--- src/rtl/idex_operand_stage_if.sv ---
// Decode-side inputs, MEM/WB forwarding sources and EX-side outputs of the ID/EX operand stage.
interface idex_operand_stage_if #(
    parameter int XLEN    = 32,
    parameter int REGBITS = 5
);
    logic               valid_d;
    logic [REGBITS-1:0] rs1_d, rs2_d, rd_d;
    logic [XLEN-1:0]    rd1_d, rd2_d, immext_d, pc_d;
    logic               alusrc_d;
    logic [2:0]         alucontrol_d;
    logic               regwrite_d, memwrite_d, branch_d, jump_d;
    logic [1:0]         resultsrc_d;
    logic               hold_e, flush_e;
    logic [REGBITS-1:0] rd_m, rd_w;
    logic               regwrite_m, regwrite_w;
    logic [XLEN-1:0]    aluresult_m, result_w;

    logic               stall_d;
    logic [XLEN-1:0]    srca_e, srcb_e, writedata_e, pctarget_e;
    logic [2:0]         alucontrol_e;
    logic [REGBITS-1:0] rd_e;
    logic               valid_e, regwrite_e, memwrite_e, branch_e, jump_e;
    logic [1:0]         resultsrc_e, forwarda_e, forwardb_e;

    modport master (
        output valid_d, rs1_d, rs2_d, rd_d, rd1_d, rd2_d, immext_d, pc_d, alusrc_d,
               alucontrol_d, regwrite_d, memwrite_d, branch_d, jump_d, resultsrc_d,
               hold_e, flush_e, rd_m, regwrite_m, aluresult_m, rd_w, regwrite_w, result_w,
        input  stall_d, srca_e, srcb_e, alucontrol_e, writedata_e, pctarget_e, rd_e,
               valid_e, regwrite_e, memwrite_e, branch_e, jump_e, resultsrc_e,
               forwarda_e, forwardb_e
    );

    modport slave (
        input  valid_d, rs1_d, rs2_d, rd_d, rd1_d, rd2_d, immext_d, pc_d, alusrc_d,
               alucontrol_d, regwrite_d, memwrite_d, branch_d, jump_d, resultsrc_d,
               hold_e, flush_e, rd_m, regwrite_m, aluresult_m, rd_w, regwrite_w, result_w,
        output stall_d, srca_e, srcb_e, alucontrol_e, writedata_e, pctarget_e, rd_e,
               valid_e, regwrite_e, memwrite_e, branch_e, jump_e, resultsrc_e,
               forwarda_e, forwardb_e
    );
endinterface

--- src/rtl/idex_operand_stage.sv ---
// ID/EX pipeline register with MEM/WB operand forwarding and load-use bubble insertion.
module idex_operand_stage #(
    parameter int XLEN    = 32,
    parameter int REGBITS = 5
) (
    input  logic                clk,
    input  logic                reset_n,
    idex_operand_stage_if.slave bus
);
    typedef struct packed {
        logic               valid;
        logic [REGBITS-1:0] rs1, rs2, rd;
        logic [XLEN-1:0]    rd1, rd2, imm, pc;
        logic               alusrc;
        logic [2:0]         aluctl;
        logic               regwrite, memwrite, branch, jump;
        logic [1:0]         resultsrc;
    } ex_t;

    ex_t  ex_q, ex_d, dec;
    logic lwstall;

    always_comb begin
        dec           = '0;
        dec.valid     = bus.valid_d;
        dec.rs1       = bus.rs1_d;
        dec.rs2       = bus.rs2_d;
        dec.rd        = bus.rd_d;
        dec.rd1       = bus.rd1_d;
        dec.rd2       = bus.rd2_d;
        dec.imm       = bus.immext_d;
        dec.pc        = bus.pc_d;
        dec.alusrc    = bus.alusrc_d;
        dec.aluctl    = bus.alucontrol_d;
        dec.regwrite  = bus.regwrite_d;
        dec.memwrite  = bus.memwrite_d;
        dec.branch    = bus.branch_d;
        dec.jump      = bus.jump_d;
        dec.resultsrc = bus.resultsrc_d;
    end

    // A load in EX whose destination is read by the instruction in decode cannot be forwarded in time.
    assign lwstall = ex_q.valid & ex_q.regwrite & (ex_q.resultsrc == 2'b01) &
                     (ex_q.rd != '0) & bus.valid_d &
                     ((ex_q.rd == bus.rs1_d) | (ex_q.rd == bus.rs2_d));

    assign bus.stall_d = lwstall | bus.hold_e;

    // Hold wins over flush/lwstall so a frozen EX slot is never replaced by a bubble.
    always_comb begin
        ex_d = ex_q;
        if (!bus.hold_e) begin
            if (bus.flush_e || lwstall) ex_d = '0;
            else                        ex_d = dec;
        end
    end

    always_ff @(posedge clk or negedge reset_n) begin
        if (!reset_n) ex_q <= '0;
        else          ex_q <= ex_d;
    end

    logic [XLEN-1:0] fwd_a, fwd_b;
    logic [1:0]      sel_a, sel_b;

    always_comb begin
        sel_a = 2'b00;
        fwd_a = ex_q.rd1;
        if (bus.regwrite_m && bus.rd_m != '0 && bus.rd_m == ex_q.rs1) begin
            sel_a = 2'b10;
            fwd_a = bus.aluresult_m;
        end else if (bus.regwrite_w && bus.rd_w != '0 && bus.rd_w == ex_q.rs1) begin
            sel_a = 2'b01;
            fwd_a = bus.result_w;
        end
    end

    always_comb begin
        sel_b = 2'b00;
        fwd_b = ex_q.rd2;
        if (bus.regwrite_m && bus.rd_m != '0 && bus.rd_m == ex_q.rs2) begin
            sel_b = 2'b10;
            fwd_b = bus.aluresult_m;
        end else if (bus.regwrite_w && bus.rd_w != '0 && bus.rd_w == ex_q.rs2) begin
            sel_b = 2'b01;
            fwd_b = bus.result_w;
        end
    end

    assign bus.srca_e       = fwd_a;
    assign bus.writedata_e  = fwd_b;
    assign bus.srcb_e       = ex_q.alusrc ? ex_q.imm : fwd_b;
    assign bus.forwarda_e   = sel_a;
    assign bus.forwardb_e   = sel_b;
    assign bus.pctarget_e   = ex_q.pc + ex_q.imm;
    assign bus.alucontrol_e = ex_q.aluctl;
    assign bus.rd_e         = ex_q.rd;
    assign bus.valid_e      = ex_q.valid;
    assign bus.regwrite_e   = ex_q.regwrite;
    assign bus.memwrite_e   = ex_q.memwrite;
    assign bus.branch_e     = ex_q.branch;
    assign bus.jump_e       = ex_q.jump;
    assign bus.resultsrc_e  = ex_q.resultsrc;
endmodule

--- src/flat_wrapper.sv ---
// flat-port wrapper written by rule: the top's interface ports become plain ports
module idex_operand_stage_flat 
#(
    parameter int XLEN    = 32,
    parameter int REGBITS = 5
)
  (clk, reset_n, bus_valid_d, bus_rs1_d, bus_rs2_d, bus_rd_d, bus_rd1_d, bus_rd2_d, bus_immext_d, bus_pc_d, bus_alusrc_d, bus_alucontrol_d, bus_regwrite_d, bus_memwrite_d, bus_branch_d, bus_jump_d, bus_resultsrc_d, bus_hold_e, bus_flush_e, bus_rd_m, bus_regwrite_m, bus_aluresult_m, bus_rd_w, bus_regwrite_w, bus_result_w, bus_stall_d, bus_srca_e, bus_srcb_e, bus_alucontrol_e, bus_writedata_e, bus_pctarget_e, bus_rd_e, bus_valid_e, bus_regwrite_e, bus_memwrite_e, bus_branch_e, bus_jump_e, bus_resultsrc_e, bus_forwarda_e, bus_forwardb_e);
  idex_operand_stage_if #(.XLEN(XLEN), .REGBITS(REGBITS)) bus_i ();
  input  logic clk;
  input  logic reset_n;
  input wire logic [$bits(bus_i.valid_d)-1:0] bus_valid_d;
  input wire logic [$bits(bus_i.rs1_d)-1:0] bus_rs1_d;
  input wire logic [$bits(bus_i.rs2_d)-1:0] bus_rs2_d;
  input wire logic [$bits(bus_i.rd_d)-1:0] bus_rd_d;
  input wire logic [$bits(bus_i.rd1_d)-1:0] bus_rd1_d;
  input wire logic [$bits(bus_i.rd2_d)-1:0] bus_rd2_d;
  input wire logic [$bits(bus_i.immext_d)-1:0] bus_immext_d;
  input wire logic [$bits(bus_i.pc_d)-1:0] bus_pc_d;
  input wire logic [$bits(bus_i.alusrc_d)-1:0] bus_alusrc_d;
  input wire logic [$bits(bus_i.alucontrol_d)-1:0] bus_alucontrol_d;
  input wire logic [$bits(bus_i.regwrite_d)-1:0] bus_regwrite_d;
  input wire logic [$bits(bus_i.memwrite_d)-1:0] bus_memwrite_d;
  input wire logic [$bits(bus_i.branch_d)-1:0] bus_branch_d;
  input wire logic [$bits(bus_i.jump_d)-1:0] bus_jump_d;
  input wire logic [$bits(bus_i.resultsrc_d)-1:0] bus_resultsrc_d;
  input wire logic [$bits(bus_i.hold_e)-1:0] bus_hold_e;
  input wire logic [$bits(bus_i.flush_e)-1:0] bus_flush_e;
  input wire logic [$bits(bus_i.rd_m)-1:0] bus_rd_m;
  input wire logic [$bits(bus_i.regwrite_m)-1:0] bus_regwrite_m;
  input wire logic [$bits(bus_i.aluresult_m)-1:0] bus_aluresult_m;
  input wire logic [$bits(bus_i.rd_w)-1:0] bus_rd_w;
  input wire logic [$bits(bus_i.regwrite_w)-1:0] bus_regwrite_w;
  input wire logic [$bits(bus_i.result_w)-1:0] bus_result_w;
  output wire logic [$bits(bus_i.stall_d)-1:0] bus_stall_d;
  output wire logic [$bits(bus_i.srca_e)-1:0] bus_srca_e;
  output wire logic [$bits(bus_i.srcb_e)-1:0] bus_srcb_e;
  output wire logic [$bits(bus_i.alucontrol_e)-1:0] bus_alucontrol_e;
  output wire logic [$bits(bus_i.writedata_e)-1:0] bus_writedata_e;
  output wire logic [$bits(bus_i.pctarget_e)-1:0] bus_pctarget_e;
  output wire logic [$bits(bus_i.rd_e)-1:0] bus_rd_e;
  output wire logic [$bits(bus_i.valid_e)-1:0] bus_valid_e;
  output wire logic [$bits(bus_i.regwrite_e)-1:0] bus_regwrite_e;
  output wire logic [$bits(bus_i.memwrite_e)-1:0] bus_memwrite_e;
  output wire logic [$bits(bus_i.branch_e)-1:0] bus_branch_e;
  output wire logic [$bits(bus_i.jump_e)-1:0] bus_jump_e;
  output wire logic [$bits(bus_i.resultsrc_e)-1:0] bus_resultsrc_e;
  output wire logic [$bits(bus_i.forwarda_e)-1:0] bus_forwarda_e;
  output wire logic [$bits(bus_i.forwardb_e)-1:0] bus_forwardb_e;
  assign bus_i.valid_d = bus_valid_d;
  assign bus_i.rs1_d = bus_rs1_d;
  assign bus_i.rs2_d = bus_rs2_d;
  assign bus_i.rd_d = bus_rd_d;
  assign bus_i.rd1_d = bus_rd1_d;
  assign bus_i.rd2_d = bus_rd2_d;
  assign bus_i.immext_d = bus_immext_d;
  assign bus_i.pc_d = bus_pc_d;
  assign bus_i.alusrc_d = bus_alusrc_d;
  assign bus_i.alucontrol_d = bus_alucontrol_d;
  assign bus_i.regwrite_d = bus_regwrite_d;
  assign bus_i.memwrite_d = bus_memwrite_d;
  assign bus_i.branch_d = bus_branch_d;
  assign bus_i.jump_d = bus_jump_d;
  assign bus_i.resultsrc_d = bus_resultsrc_d;
  assign bus_i.hold_e = bus_hold_e;
  assign bus_i.flush_e = bus_flush_e;
  assign bus_i.rd_m = bus_rd_m;
  assign bus_i.regwrite_m = bus_regwrite_m;
  assign bus_i.aluresult_m = bus_aluresult_m;
  assign bus_i.rd_w = bus_rd_w;
  assign bus_i.regwrite_w = bus_regwrite_w;
  assign bus_i.result_w = bus_result_w;
  assign bus_stall_d = bus_i.stall_d;
  assign bus_srca_e = bus_i.srca_e;
  assign bus_srcb_e = bus_i.srcb_e;
  assign bus_alucontrol_e = bus_i.alucontrol_e;
  assign bus_writedata_e = bus_i.writedata_e;
  assign bus_pctarget_e = bus_i.pctarget_e;
  assign bus_rd_e = bus_i.rd_e;
  assign bus_valid_e = bus_i.valid_e;
  assign bus_regwrite_e = bus_i.regwrite_e;
  assign bus_memwrite_e = bus_i.memwrite_e;
  assign bus_branch_e = bus_i.branch_e;
  assign bus_jump_e = bus_i.jump_e;
  assign bus_resultsrc_e = bus_i.resultsrc_e;
  assign bus_forwarda_e = bus_i.forwarda_e;
  assign bus_forwardb_e = bus_i.forwardb_e;
  idex_operand_stage #(.XLEN(XLEN), .REGBITS(REGBITS)) u_core (.clk(clk), .reset_n(reset_n), .bus(bus_i));
endmodule
--- config.mk ---
export PLATFORM = sky130hd
export DESIGN_NAME = idex_operand_stage_flat
export DESIGN_NICKNAME = d
export VERILOG_FILES = /design/src/rtl/idex_operand_stage_if.sv /design/src/rtl/idex_operand_stage.sv /design/src/flat_wrapper.sv
export SDC_FILE = /design/constraint.sdc
export NUM_CORES = 1
export LEC_CHECK = 0
export CORE_MARGIN = 3
export CORE_UTILIZATION = 40
export CTS_CLUSTER_DIAMETER = 120
export CTS_CLUSTER_SIZE = 8
export DETAILED_ROUTE_END_ITERATION = 8
export HOLD_SLACK_MARGIN = 0.06
export PLACE_DENSITY = 0.86
export SLEW_MARGIN = 40
export SYNTH_ARGS = -nofsm -noshare
export SYNTH_HDL_FRONTEND = slang
export SYNTH_SLANG_ARGS = --single-unit
--- constraint.sdc ---
create_clock -name clk -period 3.9 [get_ports clk]
set_input_delay 0.78 -clock clk [delete_from_list [all_inputs] [get_ports clk]]
set_output_delay 0.78 -clock clk [all_outputs]
set_load 0.03 [all_outputs]
; ---- Yosys cells after proc, flatten, opt, wreduce, memory -nomap -nowiden
; Cells that the tools add are included.
[classes]
addsub = 1
multipliers = 0
n_div = 0
n_lt_le_gt_ge = 0
eq_ne = 7
shifts = 0
muxes = 10
n_bitwise = 7
n_reduce_logical = 10
[ops]
columns = op, n
row1 = $mux W32, 5
row2 = $mux W154, 1
row3 = $add A32 B32 Y32, 1
row4 = $eq A5 B5 Y1, 6
row5 = $reduce_bool A5 Y1, 3
row6 = $logic_and A1 B1 Y1, 6
row7 = $and A1 B1 Y1, 5
row8 = $mux W2, 2
row9 = $eq A2 B1 Y1 const B, 1
row10 = $mux W1, 2
row11 = $or A1 B1 Y1, 2
row12 = $logic_or A1 B1 Y1, 1
[totals]
register_bits = 154
latch_bits = 0
mem_bits_rw = 0
rom_bits = 0
inputBits = 234
out_inout_bits = 148
elab_cells = 50
n_memories = 0

; ---- Logic depth before layout (Yosys ltp)
[logic_depth]
depth_word = 7
ltp_mapped = 8
ltp_nobuf = 8

; ---- Least setup slack after synthesis
; No wires, ideal clock.
[synth_timing]
kind = input to output
from = in bus_rd_m[4]
to = out bus_srcb_e[23]
arrival_time_ns = 2.804
required_ns = 3.120
setup_slack_ns = 0.316
stages = 8
path_buffers = 2
path_cell_list = xnor2_1 nand3_1 nor4_2 buf_6 clkbuf_1 nand2_1 o21ai_1 mux2_2
[synth_between]
elab_chain_cells = 5
elab_cells_between_ends = 6
classes_between = eq/ne (1) / mux (2) / reduce/logical (3)
[synth_lines]
columns = element, line_no
row1 = from (decl), flat_wrapper.sv:28  ; input wire logic [$bits(bus_i.rd_m)-1:0] bus_rd_m;
row2 = $reduce_bool A5 Y1, idex_operand_stage.sv:81  ; if (bus.regwrite_m && bus.rd_m != '0 && bus.rd_m == ex_q.rs2) begin
row3 = $logic_and A1 B1 Y1, idex_operand_stage.sv:81
row4 = $logic_and A1 B1 Y1 (*), idex_operand_stage.sv:81
row5 = $mux W32 (*), idex_operand_stage.sv:81
row6 = via bus_writedata_e[23], flat_wrapper.sv:38  ; output wire logic [$bits(bus_i.writedata_e)-1:0] bus_writedata_e;
row7 = $mux W32 (*), idex_operand_stage.sv:92  ; assign bus.srcb_e = ex_q.alusrc ? ex_q.imm : fwd_b;
row8 = to (decl), flat_wrapper.sv:36  ; output wire logic [$bits(bus_i.srcb_e)-1:0] bus_srcb_e;
; The timed path passes the listed nets; every way through them passes the cells marked *.

; ---- Worst setup path after layout
[layout_timing]
from = in bus_rd_w[0]
to = out bus_srcb_e[3]
[layout_between]
elab_chain_cells = 6
elab_cells_between_ends = 7
classes_between = eq/ne (1) / mux (3) / reduce/logical (3)
[layout_lines]
columns = element, line_no
row1 = from (decl), flat_wrapper.sv:31  ; input wire logic [$bits(bus_i.rd_w)-1:0] bus_rd_w;
row2 = $reduce_bool A5 Y1, idex_operand_stage.sv:84  ; end else if (bus.regwrite_w && bus.rd_w != '0 && bus.rd_w == ex_q.rs2) begin
row3 = $logic_and A1 B1 Y1, idex_operand_stage.sv:84
row4 = $logic_and A1 B1 Y1 (*), idex_operand_stage.sv:84
row5 = $mux W32 (*), idex_operand_stage.sv:84
row6 = $mux W32 (*), idex_operand_stage.sv:81
row7 = $mux W32 (*), idex_operand_stage.sv:92
; Every way passes the cells marked *; elsewhere a longest branch is shown, timed or not.

==> summary.md <==
| Metric | Value |
|---|---|
| Met1 Use GR | 36.6% |
| Mean Syn Cell Area | 10.3 um2 |
| Main synth FF type | dfrtp_1 |
| Placer congestion estimate | 0.986 |
| Filler Cells Inserted | 1829 |
| Nets | 1562 |
| Setup-failing EPs final | 1 |
| Clock share of power | 29.6% |
| Final setup margin | -0.000740 ns |
| Critical R2R Capture | u_core.ex_q[43] |
| Count of pins over their slew limit | 0 |
| M2 GR Usage | 44.7% |
| Share of post-route cells with drive strength above 1 | 22.2% |
| IO Count | 382 |
| # Max-Cap Violations | 0 |
| Vias per inst | 5.67 |
| Largest net degree at the start of global routing | 96 |
| Post-Layout Cell Count | 1595 |
| Post-DP HPWL | 27.4 mm |
| Netlist Area Pre-Place | 9260 um2 |
| Sequential share of power | 35.1% |
| 1st-iter DRT viols | 742 |
| Port Buffers | 381 |
| Setup skew after layout | 0.0187 ns |
| GRT overflow | 0 |
| Class of the worst hold path | input port to asynchronous set/reset pin |
| Sw Pwr | 1.86 mW |
| Worst Path Class, Setup | input port to primary output |
| Final wirelength | 35.8 mm |
| CTS Buf Count | 17 |
| RR Startpoint | u_core.bus.rd_e[0] |
| CTS sink cnt | 154 |
| Post-Syn Instances | 896 |
| Clock edge transition at the registers on the reported setup and hold paths | 0.07 ns |
| CP endpoint | bus_srcb_e[3] |
| Post-synthesis net count | 1162 |
| CTS tree | built |
| CTS root buffer | clkbuf_16 |
| Initial antenna violation count | 3 |
| Setup slack, reg-to-reg | 1.82 ns |
| Netlist cell types | 66 |
| Flops & latches, synth | 154 |
| 1st-pass router iterations | 5 |
| Final core utilization | 63.1% |
| Comb pwr share | 35.3% |
| Post-synth EDFFs | 0 |
| Busiest grt layer | met2 |
| Post-route clock period utilization | 100% |
| Dpl ws | -0.316 ns |
| RSZ-0062 raised after global routing | true |
| M3 GR Usage | 7.79% |
| Synth area leader | dfrtp_1 |
| Final Hold Fails | 0 |
| Chip height | 158 um |
| Tmin final | 3.90 ns |
| Area Growth Syn to Fin | 54.8% |
| Synthesis warning total | 0 |
| GRT Util Overall | 27.7% |
| Sw Share | 35.3% |
| Crit start category | input port |
| Internal power | 3.41 mW |
| Placed Cells | 1553 |
| H-tree levels | 4 |
| Clock Latency Late Sink | 0.42 ns |
| Critical Path AT | 3.12 ns |
| Violated checks | negative setup slack |
| Worst setup path startpoint | bus_rd_w[0] |
| Slew headroom | 45.1% |
| First-pass GRT wire length | 52.7 mm |
| Placement Rows | 55 |
| Async SR Flop Fraction | 100% |
| Power Density | 368 nW/um2 |
| Core area | 22700 um2 |
| Initial core utilization | 40.8% |
| Worst path required time | 3.12 ns |
| Die width | 158 um |
| R2R cell count | 7 |
| CP Max Fanout | 6 |
| Post-synth top area share | 41.6% |
| Element type at the critical path end | primary output |
| Top cells by area, synth | dfrtp_1, a22o_1, mux2i_1, ha_1, mux2_2 |
| Fmax | 256 MHz |
| Status | complete, but fails checks |
| Register area share after synthesis | 41.6% |
| Clock Path Buffers | 2 |
| Power, Total | 5.27 mW |
| # DRC | 0 |
| Vias in the first global route | 8975 |
| Leakage power | 6.33 nW |
| Avg WL per Cell | 22.5 um |
| Worst VDD drop | 0.281 mV |
| Vias | 9040 |
| Worst slew pin tran | 0.823 ns |
| DRT antenna net count | 0 |
| Synth top cells by count | a22o_1, dfrtp_1, nand2_1 |
| DIE AREA | 25000 um2 |
[how the worst min path moves through the flow]
stage	to	slack (ns)
final	u_core.ex_q[115]	0.35
after floorplan	u_core.ex_q[100]	0.47
after global routing	u_core.ex_q[87]	0.41
after CTS	u_core.ex_q[87]	0.39
after global placement	u_core.ex_q[128]	0.49
after detailed placement	u_core.ex_q[82]	0.49
[layer usage]
layer | up-vias | wire (um)
li1 | 4171 | -
met1 | 4382 | 14700
met2 | 435 | 17400
met3 | 48 | 2920
met4 | 4 | 705
met5 | - | 21
[registers in the layout, indices dropped and copies added, names as in the netlist]
signal,count
u_core.bus.jump_e,1
u_core.bus.regwrite_e,1
u_core.bus.memwrite_e,1
u_core.bus.rd_e,5
u_core.bus.alucontrol_e,3
u_core.ex_q,139
u_core.bus.valid_e,1
u_core.bus.branch_e,1
u_core.bus.resultsrc_e,2
[power by group through the flow]
stage | Combinational, mW | Clock (mW) | Sequential, mW
4_1_cts | 1.85 | 1.59 | 1.84
2_1_floorplan | 0.992 | 0 | 1.82
6_report | 1.86 | 1.56 | 1.85
3_5_place_dp | 1.85 | 0 | 1.87
5_1_grt | 1.97 | 1.65 | 1.86
3_3_place_gp | 1.83 | 0 | 1.87
[cell families (layout without fill, tap and decap cells)]
logic type | Yosys count | count (layout) | share of synthesized area [%]
AOI/OAI and AO/OA | 323 | 323 | 25.7
other | 0 | 1 | 0
muxes | 96 | 96 | 10.8
buffers and inverters | 83 | 496 | 4.32
DFF | 154 | 154 | 41.6
and+or+nand+nor | 150 | 150 | 7.60
xor gates and xnor gates | 58 | 58 | 5.49
adders and majority gates | 32 | 32 | 4.41
[worst max-delay path, cell delays in order]
cell and delay, ns:
dlygate4sd2_1 0.28, or4_4 0.56, o21ai_4 0.17, nor4_4 0.07, buf_4 0.15, buf_12 0.14, buf_6 0.14, mux2i_1 0.22
o21ai_2 0.13, mux2_2 0.28, buf_4 0.17
[area by class of cell]
class                           instances  area [um2]  share of cell area [%]
Multi-Input combinational cell        659        5170                    36.1
Timing Repair Buffer                  456        4360                    30.5
Sequential cell                       154        3850                    26.9
Clock buffer                           18         429                    3.00
Tap cell                              285         357                    2.49
Clock inverter                         14         115                   0.803
Inverter                                8        30.0                   0.210
Antenna cell                            1        2.50                  0.0175
[what timing repair did]
action / CTS / global route
hold buffers: 0 / 0
resized for setup: 51 / 38
endpoints found under the setup margin: 49 / 44
cloned: 1 / 0
buffers inserted: 5 / 3
hold endpoints to repair: 0 / 0
pin swaps: 11 / 8
[cell usage in the layout, fill, tap and decap left out, types with 3 or more instances in the layout]
cell / instances
xor2_1: 18
buf_6: 7
mux2i_1: 61
a21oi_1: 32
nor3_1: 6
o21ai_2: 9
inv_1: 7
nand4_1: 5
o21ai_1: 60
a21o_1: 10
o21a_1: 6
buf_2: 5
nand3_1: 9
buf_4: 153
nand2_1: 88
mux2_2: 31
clkbuf_16: 17
ha_2: 3
o31ai_1: 3
inv_6: 4
a22o_1: 154
nor2_1: 18
clkdlybuf4s50_1: 251
ha_1: 27
clkinvlp_4: 4
dfrtp_1: 153
o211ai_1: 3
o21ai_0: 13
buf_12: 19
xnor2_1: 40
dlygate4sd2_1: 15
and3_1: 4
nor4_4: 3
o21bai_1: 3
[per-stage QoR]
step           hold slack, ns  instance area [um2]    TNS, ns
2_1_floorplan           0.472                 9260          0
3_3_place_gp            0.488                13500      -2.15
3_5_place_dp            0.492                13500      -3.65
4_1_cts                 0.393                14200    -0.0688
5_1_grt                 0.408                14300     -0.250
6_report                0.347                14300  -0.000740
Note: power is estimated with default switching activity, not from simulation.
